$ cat config.mk
export PLATFORM = sky130hd
export DESIGN_NAME = axi_slave_write_engine
export DESIGN_NICKNAME = d
export VERILOG_FILES = /design/src/rtl/axi_slv_pkg.sv /design/src/rtl/axi_slv_bq.sv /design/src/rtl/axi_slave_write_engine.sv
export SDC_FILE = /design/constraint.sdc
export NUM_CORES = 1
export LEC_CHECK = 0
export CAP_MARGIN = 0
export CELL_PAD_IN_SITES_DETAIL_PLACEMENT = 0
export CELL_PAD_IN_SITES_GLOBAL_PLACEMENT = 1
export CORE_ASPECT_RATIO = 2
export CORE_MARGIN = 2
export CORE_UTILIZATION = 42
export CTS_CLUSTER_DIAMETER = 50
export DETAILED_ROUTE_END_ITERATION = 16
export GPL_TIMING_DRIVEN = 0
export PLACE_DENSITY = 0.92
export SLEW_MARGIN = 10
export SYNTH_ARGS = -nofsm -noshare
export SYNTH_HDL_FRONTEND = slang
export SYNTH_SLANG_ARGS = --single-unit
$ cat constraint.sdc
create_clock -name clk -period 5.1 [get_ports clk]
set_input_delay 1.02 -clock clk [delete_from_list [all_inputs] [get_ports clk]]
set_output_delay 1.02 -clock clk [all_outputs]
set_load 0.05 [all_outputs]
$ cat src/rtl/axi_slv_pkg.sv
// axi_slv_pkg: shared encodings, FSM states and beat-address arithmetic for the AXI write slave
package axi_slv_pkg;
  localparam logic [1:0] BURST_FIXED = 2'd0;
  localparam logic [1:0] BURST_INCR  = 2'd1;
  localparam logic [1:0] BURST_WRAP  = 2'd2;
  localparam logic [1:0] RESP_OKAY   = 2'd0;
  localparam logic [1:0] RESP_SLVERR = 2'd2;
  typedef enum logic {S_IDLE, S_DATA} state_e;
  // Address of the following beat; WRAP keeps the low bits inside the (len+1)<<size window
  function automatic logic [63:0] next_addr(input logic [63:0] a, input logic [7:0] len,
                                            input logic [2:0] size, input logic [1:0] burst);
    logic [63:0] inc, mask;
    inc = a + (64'd1 << size);
    mask = (({56'd0, len} + 64'd1) << size) - 64'd1;
    return burst == BURST_FIXED ? a : burst == BURST_WRAP ? (a & ~mask) | (inc & mask) : inc;
  endfunction
endpackage

$ cat src/rtl/axi_slv_bq.sv
// axi_slv_bq: synchronous FIFO holding pending write responses
// Ports: clk/rst; push_i/data_i write side; pop_i/data_o head side; full_o, empty_o, count_o status
module axi_slv_bq #(
  parameter int W = 14,
  parameter int DEPTH = 4
) (
  input  logic                       clk,
  input  logic                       rst,
  input  logic                       push_i,
  input  logic [W-1:0]               data_i,
  input  logic                       pop_i,
  output logic [W-1:0]               data_o,
  output logic                       full_o,
  output logic                       empty_o,
  output logic [$clog2(DEPTH):0]     count_o
);
  localparam int AW = $clog2(DEPTH);
  logic [W-1:0] mem [DEPTH];
  logic [AW-1:0] wp_q, rp_q;
  logic [AW:0] cnt_q;
  logic do_push, do_pop;
  assign do_pop = pop_i && !empty_o;
  // a push into a full queue is legal only when the head leaves in the same cycle
  assign do_push = push_i && (!full_o || do_pop);
  assign full_o = cnt_q == (AW + 1)'(DEPTH);
  assign empty_o = cnt_q == '0;
  assign count_o = cnt_q;
  assign data_o = mem[rp_q];
  always_ff @(posedge clk) begin
    if (rst) begin
      wp_q <= '0;
      rp_q <= '0;
      cnt_q <= '0;
    end else begin
      if (do_push) wp_q <= wp_q + 1'b1;
      if (do_pop) rp_q <= rp_q + 1'b1;
      cnt_q <= cnt_q + (AW + 1)'(do_push) - (AW + 1)'(do_pop);
    end
  end
  always_ff @(posedge clk) if (do_push) mem[wp_q] <= data_i;
endmodule

$ cat src/rtl/axi_slave_write_engine.sv
// axi_slave_write_engine: AXI4 write slave turning bursts into single-cycle backend write strobes
// Ports: clk/rst; s_axi_aw*/s_axi_w*/s_axi_b* slave channels; wr_access/wr_addr/wr_data/wr_strb
//        backend write with wr_wait backpressure; tx_wactive (burst active), tx_bwait (responses queued)
module axi_slave_write_engine
  import axi_slv_pkg::*;
#(
  parameter int DATA_W = 32,
  parameter int ADDR_W = 32,
  parameter int ID_W = 12,
  parameter int BQ_DEPTH = 4
) (
  input  logic                clk,
  input  logic                rst,
  input  logic                s_axi_awvalid,
  input  logic [ID_W-1:0]     s_axi_awid,
  input  logic [ADDR_W-1:0]   s_axi_awaddr,
  input  logic [7:0]          s_axi_awlen,
  input  logic [2:0]          s_axi_awsize,
  input  logic [1:0]          s_axi_awburst,
  output logic                s_axi_awready,
  input  logic                s_axi_wvalid,
  input  logic [DATA_W-1:0]   s_axi_wdata,
  input  logic [DATA_W/8-1:0] s_axi_wstrb,
  input  logic                s_axi_wlast,
  output logic                s_axi_wready,
  input  logic                s_axi_bready,
  output logic                s_axi_bvalid,
  output logic [ID_W-1:0]     s_axi_bid,
  output logic [1:0]          s_axi_bresp,
  output logic                wr_access,
  output logic [ADDR_W-1:0]   wr_addr,
  output logic [DATA_W-1:0]   wr_data,
  output logic [DATA_W/8-1:0] wr_strb,
  input  logic                wr_wait,
  output logic                tx_wactive,
  output logic                tx_bwait
);
  localparam int CW = $clog2(BQ_DEPTH) + 1;
  localparam logic [2:0] MAX_SIZE = 3'($clog2(DATA_W / 8));
  state_e state_q, state_d;
  logic [ID_W-1:0] id_q;
  logic [ADDR_W-1:0] addr_q, wr_addr_q;
  logic [7:0] len_q, beat_q;
  logic [2:0] size_q;
  logic [1:0] burst_q;
  logic err_q, nowr_q, wr_access_q;
  logic [DATA_W-1:0] wr_data_q;
  logic [DATA_W/8-1:0] wr_strb_q;
  logic aw_hs, w_hs, last, wlast_bad, bad_size, aw_err, push, bq_empty, bq_full_unused;
  logic [CW-1:0] bq_count;
  logic [ID_W+1:0] bq_head;
  assign aw_hs = s_axi_awvalid && s_axi_awready;
  assign w_hs = s_axi_wvalid && s_axi_wready;
  assign last = beat_q == len_q;
  assign wlast_bad = s_axi_wlast != last;
  assign bad_size = s_axi_awsize > MAX_SIZE;
  assign aw_err = (s_axi_awburst == BURST_WRAP && !(s_axi_awlen inside {8'd1, 8'd3, 8'd7, 8'd15}))
                  || s_axi_awburst == 2'd3 || bad_size;
  assign push = w_hs && last;
  always_comb begin
    state_d = (state_q == S_IDLE && aw_hs) ? S_DATA : (state_q == S_DATA && push) ? S_IDLE : state_q;
  end
  always_ff @(posedge clk) begin
    if (rst) begin
      state_q <= S_IDLE;
      beat_q <= '0;
      err_q <= 1'b0;
      wr_access_q <= 1'b0;
    end else begin
      state_q <= state_d;
      wr_access_q <= w_hs && !nowr_q;
      if (aw_hs) begin
        id_q <= s_axi_awid;
        addr_q <= s_axi_awaddr;
        len_q <= s_axi_awlen;
        size_q <= s_axi_awsize;
        burst_q <= aw_err ? BURST_INCR : s_axi_awburst;
        beat_q <= '0;
        err_q <= aw_err;
        nowr_q <= bad_size;
      end else if (w_hs) begin
        beat_q <= beat_q + 8'd1;
        addr_q <= ADDR_W'(next_addr(64'(addr_q), len_q, size_q, burst_q));
        err_q <= err_q || wlast_bad;
      end
    end
  end
  always_ff @(posedge clk) begin
    if (w_hs) begin
      wr_addr_q <= addr_q;
      wr_data_q <= s_axi_wdata;
      wr_strb_q <= s_axi_wstrb;
    end
  end
  axi_slv_bq #(.W(ID_W + 2), .DEPTH(BQ_DEPTH)) u_bq (
    .clk(clk),
    .rst(rst),
    .push_i(push),
    .data_i({id_q, (err_q || wlast_bad) ? RESP_SLVERR : RESP_OKAY}),
    .pop_i(s_axi_bvalid && s_axi_bready),
    .data_o(bq_head),
    .full_o(bq_full_unused),
    .empty_o(bq_empty),
    .count_o(bq_count)
  );
  // every handshake-facing output is forced low while rst is asserted
  assign s_axi_awready = !rst && state_q == S_IDLE && bq_count < CW'(BQ_DEPTH);
  assign s_axi_wready = !rst && state_q == S_DATA && !wr_wait;
  assign s_axi_bvalid = !rst && !bq_empty;
  assign s_axi_bid = bq_head[ID_W+1:2];
  assign s_axi_bresp = bq_head[1:0];
  assign wr_access = !rst && wr_access_q;
  assign wr_addr = wr_addr_q;
  assign wr_data = wr_data_q;
  assign wr_strb = wr_strb_q;
  assign tx_wactive = !rst && state_q == S_DATA;
  assign tx_bwait = s_axi_bvalid;
endmodule

# Yosys cells after proc, flatten, opt, wreduce, memory -nomap -nowiden
# Memories as Yosys holds them, arrays and structs flattened. A register that Yosys moved wholly into a read port is not among the register bits.
# Cells that the tools add are included.
# op_classes
addsub	8
magnitude_cmp	2
n_eq_ne	11
shift	2
muxes	13
bitwise_logic	6
n_reduce_logical	34
# ops
op	n
$mux 32	4
$and 32x32->32	2
$add 32x32->32	1
$not 32->32	1
$or 32x32->32	1
$shl 1x3->32 const A	1
$shl 9x3->32	1
$sub 32x1->32 const B	1
$logic_and 1x1->1	16
$add 8x1->9 const B	1
$add 8x1->8 const B	1
$eq 8x1->1 const B	1
$eq 8x2->1 const B	1
$eq 8x3->1 const B	1
$eq 8x4->1 const B	1
$eq 8x8->1	1
$eq 2x2->1 const B	3
$logic_not 1->1	6
$mux 1	6
$mux 2	3
$add 2x1->2 const B	2
$logic_or 1x1->1	4
$reduce_bool 2->1	2
$reduce_bool 4->1	1
other kinds (13)	14
# word_totals
regBits	144
mem_bits_rw	56
in_bits	100
word_cells	93
memories	1
# mem_list
name	depth	width	rd	rd_ports_with_merged_regs	write_ports	line	rtl
u_bq.mem	4	14	1	1	1	axi_slv_bq.sv:18	logic [W-1:0] mem [DEPTH];

# Depth between registers and ports, before layout
# Gate-level depths: netlist of the first run.
# depth
ltp_word	10
depth_mapped	16
mapped_depth_nobuf	13

# By module
# A second synthesis of the first run with hierarchy kept.
# unflattened
hier_cells	764
hier_area_um2	9648.0
# modules_own_cells
module	instances	cells_per_inst	area_each_um2	seq_area_each_um2
axi_slave_write_engine	1	644	7100.6	4003.8
axi_slv_bq	1	120	2547.4	1861.8

# Least setup slack after synthesis of the first run
# OpenSTA, ideal clock, no wires.
# synth_timing
path_type	input to register
from	input port rst
to	register u_bq.cnt_q[2], in the netlist u_bq.count_o[2]
t_arrival_ps	5450
slack_ps	-478
path_stages	12
path_buffers	0
path_cell_list	nor2b_1 -> nor2b_1 -> nand2_1 -> clkinv_1 -> nand2_1 -> a31oi_1 -> ha_1 -> inv_1 -> fa_1 -> xor2_1 -> xnor2_1 -> nor2_1
# synth_between
elab_chain_cells	8
# synth_lines
element	line	rtl
start, declared	axi_slave_write_engine.sv:13	input logic rst,
$logic_not 1->1	axi_slave_write_engine.sv:108	assign s_axi_wready = !rst && state_q == S_DATA && !wr_wait;
$logic_and 1x1->1 (2 in a row)	axi_slave_write_engine.sv:108	
named net s_axi_wready	axi_slave_write_engine.sv:25	output logic s_axi_wready,
$logic_and 1x1->1	axi_slave_write_engine.sv:53	assign w_hs = s_axi_wvalid && s_axi_wready;
named net w_hs	axi_slave_write_engine.sv:49	logic aw_hs, w_hs, last, wlast_bad, bad_size, aw_err, push, bq_empty, bq_full_unused;
$logic_and 1x1->1	axi_slave_write_engine.sv:59	assign push = w_hs && last;
$logic_and 1x1->1	axi_slv_bq.sv:24	assign do_push = push_i && (!full_o || do_pop);
named net u_bq.do_push	axi_slv_bq.sv:21	logic do_push, do_pop;
$add 3x1->3	axi_slv_bq.sv:37	cnt_q <= cnt_q + (AW + 1)'(do_push) - (AW + 1)'(do_pop);
$sub 3x1->3	axi_slv_bq.sv:37	
end signal, assigned	axi_slv_bq.sv:37	
end, declared	axi_slv_bq.sv:20	logic [AW:0] cnt_q;
# The timed path passes the listed nets, and every way through them passes these cells.
# A chain may end at the register's enable or synchronous reset.

# Final worst setup path of the first run
# layout_timing
from	input port rst
to	register u_bq.cnt_q[2], in the netlist u_bq.count_o[2]
# layout_between
elab_chain_cells	8
# layout_lines
element	line
$logic_not 1->1	axi_slave_write_engine.sv:108
$logic_and 1x1->1 (2 in a row)	axi_slave_write_engine.sv:108
$logic_and 1x1->1	axi_slave_write_engine.sv:53
named net w_hs	axi_slave_write_engine.sv:49
$logic_and 1x1->1	axi_slave_write_engine.sv:59
$logic_and 1x1->1	axi_slv_bq.sv:24
named net u_bq.do_push	axi_slv_bq.sv:21
$add 3x1->3	axi_slv_bq.sv:37
$sub 3x1->3	axi_slv_bq.sv:37
# The timed path passes the listed nets, and every way through them passes these cells.

==> summary.txt, run 1 <==
========================================================================================================
Status                                                                                      finished, final reports clean
Critical path capture point type                                                                register
Cell mode on critical path                                                                  sky130_fd_sc_hd__nand2_1
Maximum count of clock buffers along a single path                                                     2
Worst-path cell chain                                                                       clkdlybuf4s50_1, nor2b_1, nor2b_2, nand2_1, inv_4, nand2_1, a31oi_1, ha_1, inv_1, fa_1, xor2_1, xnor2_1, nor2_1
Slew at the pin with the worst max-slew slack                                                    1090 ps
Height of the chip                                                                                216 µm
Max_slew headroom                                                                                  26.5%
Source-to-sink clock delay at the later pin of the worst-skew pair                                460 ps
Number of antenna violations at the first check in global routing                                      0
Number of antenna-violating nets in the routed design                                                  0
Share of cells above drive strength 1                                                              9.70%
Maximum clock frequency                                                                        0.232 GHz
Worst path max stage delay                                                                        740 ps
Worst supply voltage drop on vdd                                                                0.292 mV
Met1 global-route usage                                                                            20.0%
Vias in the first global route                                                                      7025
Flop and latch count out of synthesis                                                                198
Tot GR Track Use                                                                                   21.3%
Pin count of the biggest net entering global routing                                                  76
Fraction of the yosys area taken by sequential cells                                               60.9%
CTS HTree Levels                                                                                       4
Leakage power                                                                                    4.23 nW
Pwr per Cell Area                                                                             356 mW/mm²
Vias per inst                                                                                       5.39
Commonest register cell after synthesis                                                     sky130_fd_sc_hd__edfxtp_1
Startpoint of the most critical hold path                                                         nowr_q
Floorplan die width                                                                               110 µm
Hold-fix buffers at CTS                                                                                0
Minimum clock period after layout                                                                4320 ps
Count of instances resized after the clock tree is built                                               0
Post-route worst setup slack                                                                      784 ps
Count of final max-slew check failures                                                                 0
Post-CTS Repair Setup Buffers                                                                          0
CP top delay family                                                                         buffers and inverters
Detailed-routing iteration count for the pre-antenna-repair pass                                       5
Worst path arrival time                                                                          4660 ps
Sum Neg Setup Slack                                                                                 0 ps
Clock root buffer                                                                           sky130_fd_sc_hd__clkbuf_16
Max Cap Viol                                                                                           0
Skew final                                                                                       9.45 ps
Synth cell types                                                                                      76
Crit-path max FO                                                                                      75
Worst hold path endpoint                                                                     wr_access_q
Kind of launch point of the worst setup path                                                  input port
Worst reg-to-reg setup slack                                                                      900 ps
Antenna diodes                                                                                         0
Nets                                                                                                1086
Clock net sink count                                                                                 198
Post-detailed-routing wire length                                                                24.5 mm
Total number of vias                                                                                6761
Post-CTS clock slew at the launch and capture registers of the worst setup and hold paths          80 ps
Routed WL per cell                                                                               19.5 µm
GR peak layer                                                                                       met2
Total count of hold-check failures in the final report                                                 0
Fillers                                                                                             1840
Required time worst endpoint                                                                     5440 ps
Gate count after technology mapping                                                                  760
Setup WS pre-CTS                                                                                 86.0 ps
Final global-route overflow total                                                                      0
Mean post-synth cell area                                                                       12.4 µm²
Number of top-level pins                                                                             188
Detailed-placement wirelength estimate                                                           18.7 mm
Buffers added on ports                                                                               186
Routability-driven placement congestion ratio                                                      0.960
Critical register-to-register path startpoint                                                  size_q[0]
Area Overhead vs Synth                                                                             30.0%
Post-synth EDFFs                                                                                     178
TritonCTS clock tree                                                                                 yes
CP max-delay cell                                                                           sky130_fd_sc_hd__inv_4
CP Class                                                                                    input port to register
Effective utilization at floorplan                                                                 42.8%
Synth warnings                                                                                         0
Die Footprint                                                                                 0.0238 mm²
Setup repair after global routing missed its margin                                                false
Wire length of the first global-routing pass                                                     37.2 mm
DRC marker count from the first detailed-route iteration                                             494
Number of DRC violations after detailed routing                                                        0
Sum of buffers and inverters on the critical path                                                      3
Final critical-path share of the clock period                                                      84.6%
Netlist area before placement                                                                0.00944 mm²
Post-synth net total                                                                                 880
Met2 track utilization from global routing                                                         40.3%
Number of failing setup endpoints in the final timing report                                           0
Clock buffer count from CTS                                                                           17
Core region area                                                                              0.0221 mm²
Hold Path Class                                                                             register to register
Share of synthesized registers carrying an async set or reset                                         0%
Worst r2r path cells                                                                                  14
Hold Crit Depth                                                                                        1
Met3 Use GR                                                                                        4.17%
Number of placement rows                                                                              77
========================================================================================================
==> area by class of cell <==
type	instances	area [µm²]	share of cell area (%)
buffer	39	210	1.71
sequential	198	5750	46.8
clock buffer	18	439	3.58
multi-input combinational	500	3400	27.7
inverter	23	88.8	0.724
clock inverter	14	155	1.26
timing repair buffer	187	1890	15.4
tap	276	345	2.81
==> report_power, final <==
group,internal (mW),switching (mW)
Clock,0.672,0.678
Combinational,0.406,0.619
Sequential,1.92,0.0772
==> worst reg2reg max path: stages, from the launching register on <==
cell                       delay [ps]
sky130_fd_sc_hd__edfxtp_1         540
sky130_fd_sc_hd__buf_2            260
sky130_fd_sc_hd__nor3_1           590
sky130_fd_sc_hd__ha_1             300
sky130_fd_sc_hd__inv_1             60
sky130_fd_sc_hd__fa_1             380
sky130_fd_sc_hd__nor2b_1          150
sky130_fd_sc_hd__o21ai_0           90
sky130_fd_sc_hd__nand2b_1         130
sky130_fd_sc_hd__a21o_1           170
sky130_fd_sc_hd__o41ai_1          170
sky130_fd_sc_hd__or3_1            540
sky130_fd_sc_hd__nor3_1           250
sky130_fd_sc_hd__xnor2_1           90
sky130_fd_sc_hd__a211oi_1         280
==> kinds of logic after synthesis <==
kind of cell,count (synthesis),synth area share (%)
and+or+nand+nor,259,12.9
DFF,198,60.9
AOI/OAI and AO/OA,141,11.0
buffers and inverters,62,3.13
xor gates and xnor gates,61,5.66
adders and majority gates,20,2.81
muxes,18,3.66
other,1,0.0397
==> layout by cell type, fill, tap and decap left out, types with 6 or more instances in the layout <==
| cell type | count |
|---|---|
| sky130_fd_sc_hd__a211oi_1 | 24 |
| sky130_fd_sc_hd__nand4_1 | 7 |
| sky130_fd_sc_hd__clkbuf_16 | 17 |
| sky130_fd_sc_hd__edfxtp_1 | 178 |
| sky130_fd_sc_hd__xor2_1 | 23 |
| sky130_fd_sc_hd__buf_4 | 6 |
| sky130_fd_sc_hd__a21o_1 | 9 |
| sky130_fd_sc_hd__dfxtp_1 | 20 |
| sky130_fd_sc_hd__buf_2 | 9 |
| sky130_fd_sc_hd__clkdlybuf4s50_1 | 186 |
| sky130_fd_sc_hd__ha_1 | 18 |
| sky130_fd_sc_hd__clkbuf_1 | 16 |
| sky130_fd_sc_hd__nor2b_1 | 7 |
| sky130_fd_sc_hd__nor3_1 | 16 |
| sky130_fd_sc_hd__nand3_1 | 14 |
| sky130_fd_sc_hd__inv_1 | 22 |
| sky130_fd_sc_hd__a21oi_1 | 31 |
| sky130_fd_sc_hd__and3_1 | 7 |
| sky130_fd_sc_hd__nor2_1 | 110 |
| sky130_fd_sc_hd__o21ai_0 | 18 |
| sky130_fd_sc_hd__nand2b_1 | 11 |
| sky130_fd_sc_hd__xnor2_1 | 38 |
| sky130_fd_sc_hd__nand2_1 | 56 |
| sky130_fd_sc_hd__mux4_2 | 13 |
| sky130_fd_sc_hd__and2_1 | 7 |
==> Yosys cell counts (14+ instances only) <==
cell	number	share of area, %
sky130_fd_sc_hd__dfxtp_1	20	4.2
sky130_fd_sc_hd__clkbuf_1	16	0.64
sky130_fd_sc_hd__a21oi_1	31	1.6
sky130_fd_sc_hd__nand2_1	56	2.2
sky130_fd_sc_hd__edfxtp_1	178	57
sky130_fd_sc_hd__a211oi_1	24	1.9
sky130_fd_sc_hd__nand3_1	14	0.74
sky130_fd_sc_hd__xor2_1	23	2.1
sky130_fd_sc_hd__ha_1	18	2.4
sky130_fd_sc_hd__nor2_1	110	4.4
sky130_fd_sc_hd__xnor2_1	38	3.5
sky130_fd_sc_hd__o21ai_0	18	0.95
sky130_fd_sc_hd__nor3_1	16	0.85
sky130_fd_sc_hd__inv_1	22	0.87
==> per-stage QoR <==
stage / power [mW] / hold slack [ps] / cells / area [µm²] / utilization (%)
global placement: 3.02 / 411 / 1222 / 11600 / 52.8
global route: 4.55 / 431 / 1255 / 12300 / 55.6
floorplan: 2.70 / 385 / 760 / 9440 / -
detailed placement: 3.05 / 406 / 1223 / 11700 / 52.9
CTS: 4.39 / 420 / 1255 / 12300 / 55.6
finish: 4.37 / 419 / 1255 / 12300 / 55.6
==> worst max-delay path by stage <==
| stage | end | cells after the start | slack (ps) | startpoint |
|---|---|---|---|---|
| after floorplan | u_bq.count_o[2] | 12 | 160 | rst |
| after global placement | u_bq.count_o[2] | 13 | 180 | rst |
| after detailed placement | u_bq.count_o[2] | 13 | 90 | rst |
| after CTS | u_bq.count_o[2] | 13 | 550 | rst |
| after global routing | u_bq.count_o[2] | 13 | 410 | rst |
| final | u_bq.count_o[2] | 13 | 780 | rst |
==> routing by layer <==
layer,vias to the layer above,wire length [µm]
li1,3202,-
met1,3251,7900
met2,241,14000
met3,67,1340
met4,0,1200
met5,-,0
Note: power is estimated with default switching activity, not from simulation.
==> run 2: changes to the inputs <==
- CORE_UTILIZATION: 42 -> 37
- PLACE_DENSITY: 0.92 -> 0.87
- clock period: 5.1 -> 3.77 ns (I/O delays scaled with it)
==> run 2 against run 1 <==
Against the previous run: die area increased by 13%; global-route usage decreased by 2.7 points; via count decreased by 0.98%; combinational power increased by 37%; routed wire length decreased by 0.77%; hold slack got worse by 1.3 ps; power increased by 37%; flip-flop and latch count unchanged; clock power increased by 39%; critical path type is now register to register.
==> summary.txt, run 2 (same netlist as run 1, synthesis figures left out) <==
========================================================================================================
Cell count after placement                                                                          1283
Wire length of the first global-routing pass                                                     36.9 mm
Number of top-level pins                                                                             188
Vias in the first global route                                                                      7007
Number of antenna-violating nets in the routed design                                                  0
Count of final max-slew check failures                                                                 0
DRC marker count from the first detailed-route iteration                                             418
Total count of hold-check failures in the final report                                                 0
Sum of buffers and inverters on the critical path                                                      1
Total number of vias                                                                                6695
Source-to-sink clock delay at the later pin of the worst-skew pair                                460 ps
Clock root buffer                                                                           sky130_fd_sc_hd__clkbuf_16
Core region area                                                                              0.0250 mm²
Maximum clock frequency                                                                        0.281 GHz
Worst r2r path cells                                                                                  10
Switching Fraction                                                                                 31.9%
Number of antenna violations at the first check in global routing                                      0
TritonCTS clock tree                                                                                 yes
Height of the chip                                                                                230 µm
Hold Path Class                                                                             register to register
Max Cap Viol                                                                                           0
Antenna diodes                                                                                         0
CP top delay family                                                                         compound AO/OA/AOI/OAI gates
Number of placement rows                                                                              82
CP max-delay cell                                                                           sky130_fd_sc_hd__edfxtp_1
Critical path capture point type                                                                register
Minimum clock period after layout                                                                3560 ps
Hold-fix buffers at CTS                                                                                0
Routed WL per cell                                                                               18.4 µm
Leading cell types in the layout, fill and taps excluded                                    186 x sky130_fd_sc_hd__clkdlybuf4s50_1, 178 x sky130_fd_sc_hd__edfxtp_1, 110 x sky130_fd_sc_hd__nor2_1
Max_slew headroom                                                                                  44.2%
Logic depth of the worst setup path including buffers                                                 10
Maximum count of clock buffers along a single path                                                     2
Clock net sink count                                                                                 198
Effective utilization at floorplan                                                                 37.7%
Hold Crit Depth                                                                                        1
Status                                                                                      finished, final reports clean
Floorplan die width                                                                               117 µm
Worst-path cell chain                                                                       ha_2, xor2_1, o21ai_0, a21oi_1, a221oi_4, o2111ai_2, nor3_4, a21oi_2, buf_6, nor2_1
Kind of launch point of the worst setup path                                                    register
Setup repair after global routing missed its margin                                                false
Die Footprint                                                                                 0.0269 mm²
Pwr per Cell Area                                                                             479 mW/mm²
Required time worst endpoint                                                                     3920 ps
Combinational share of power                                                                       23.6%
Most common cell after layout, fill and taps aside                                          sky130_fd_sc_hd__clkdlybuf4s50_1
Detailed-placement wirelength estimate                                                           18.8 mm
Final global-route overflow total                                                                      0
Worst reg-to-reg setup slack                                                                      210 ps
Clock buffer count from CTS                                                                           17
Slew at the pin with the worst max-slew slack                                                     826 ps
Nets                                                                                                1090
Pin count of the biggest net entering global routing                                                  76
CP Class                                                                                    register to register
Total internal power                                                                             4.08 mW
Number of failing setup endpoints in the final timing report                                           0
Register share of total power                                                                      45.0%
Worst path max stage delay                                                                        550 ps
Skew final                                                                                       11.0 ps
Vias per inst                                                                                       5.08
Post-CTS clock slew at the launch and capture registers of the worst setup and hold paths          80 ps
Area Overhead vs Synth                                                                             32.4%
Share of cells above drive strength 1                                                              11.0%
Number of cells in the finished layout apart from fillers                                           1319
Tot GR Track Use                                                                                   18.5%
Buffers added on ports                                                                               186
Worst supply voltage drop on vdd                                                                0.366 mV
Reported net switching power                                                                     1.91 mW
Sum Neg Setup Slack                                                                                 0 ps
Number of DRC violations after detailed routing                                                        0
Post-detailed-routing wire length                                                                24.3 mm
Detailed-routing iteration count for the pre-antenna-repair pass                                       4
Routability-driven placement congestion ratio                                                      0.941
CTS HTree Levels                                                                                       4
Worst path arrival time                                                                          3700 ps
Leakage power                                                                                    4.30 nW
Crit-path max FO                                                                                      10
Share of power burned in the clock network                                                         31.4%
Final critical-path share of the clock period                                                      94.3%
========================================================================================================
==> run 2: cell count changes in the layout (fill, tap and decap cells not counted), sizes merged <==
cell / change
clkdlybuf4s15: +1
buf: +3
==> run 2: layout make-up <==
class                      count  area [µm²]
buffer                        39         225
clock buffer                  18         429
clock inverter                14         191
fill                        2285       12500
inverter                      23        93.8
multi-input combinational    500        3470
sequential                   198        5750
tap                          336         420
timing repair buffer         191        1920
==> run 2: worst paths after layout <==
path	from	endpoint
setup reg to reg	len_q[1]	register
hold / removal	nowr_q	wr_access_q
setup / recovery	len_q[1]	register
hold reg to reg	nowr_q	wr_access_q
==> run 2: what timing repair did <==
item                                    in CTS  in global routing
pin swaps                                    0                  2
cloned                                       0                  0
endpoints found under the setup margin      24                 86
resized for setup                            7                 14
setup buffers                                0                  4
==> run 2: metal layers <==
layer  vias to the layer above  part of all wire (%)  GRT usage [%]
met3                        65                   4.1           3.27
met5                         -                     0              0
met4                         0                   5.4           11.3
li1                       3218                     -              -
met2                       206                    58           35.6
met1                      3206                    33           17.3
==> run 2: per-stage QoR <==
stage	cell area (µm²)	setup slack, ps	power [mW]	hold slack [ps]	util, %
after floorplan	9460	52.3	3.65	385	-
final	12500	214	5.99	418	49.9
after global routing	12500	2.92	6.24	439	49.9
after CTS	12400	7.38	6.02	420	49.7
after global placement	11700	-432	4.09	406	46.9
after detailed placement	11800	-471	4.13	409	47.0
==> run 2: power by group through the flow <==
stage          combinational (mW)  sequential (mW)  clock (mW)
2_1_floorplan               0.868             2.78           0
6_report                     1.41             2.70        1.88
3_3_place_gp                 1.35             2.74           0
3_5_place_dp                 1.38             2.75           0
4_1_cts                      1.40             2.70        1.92
5_1_grt                      1.53             2.71        2.00
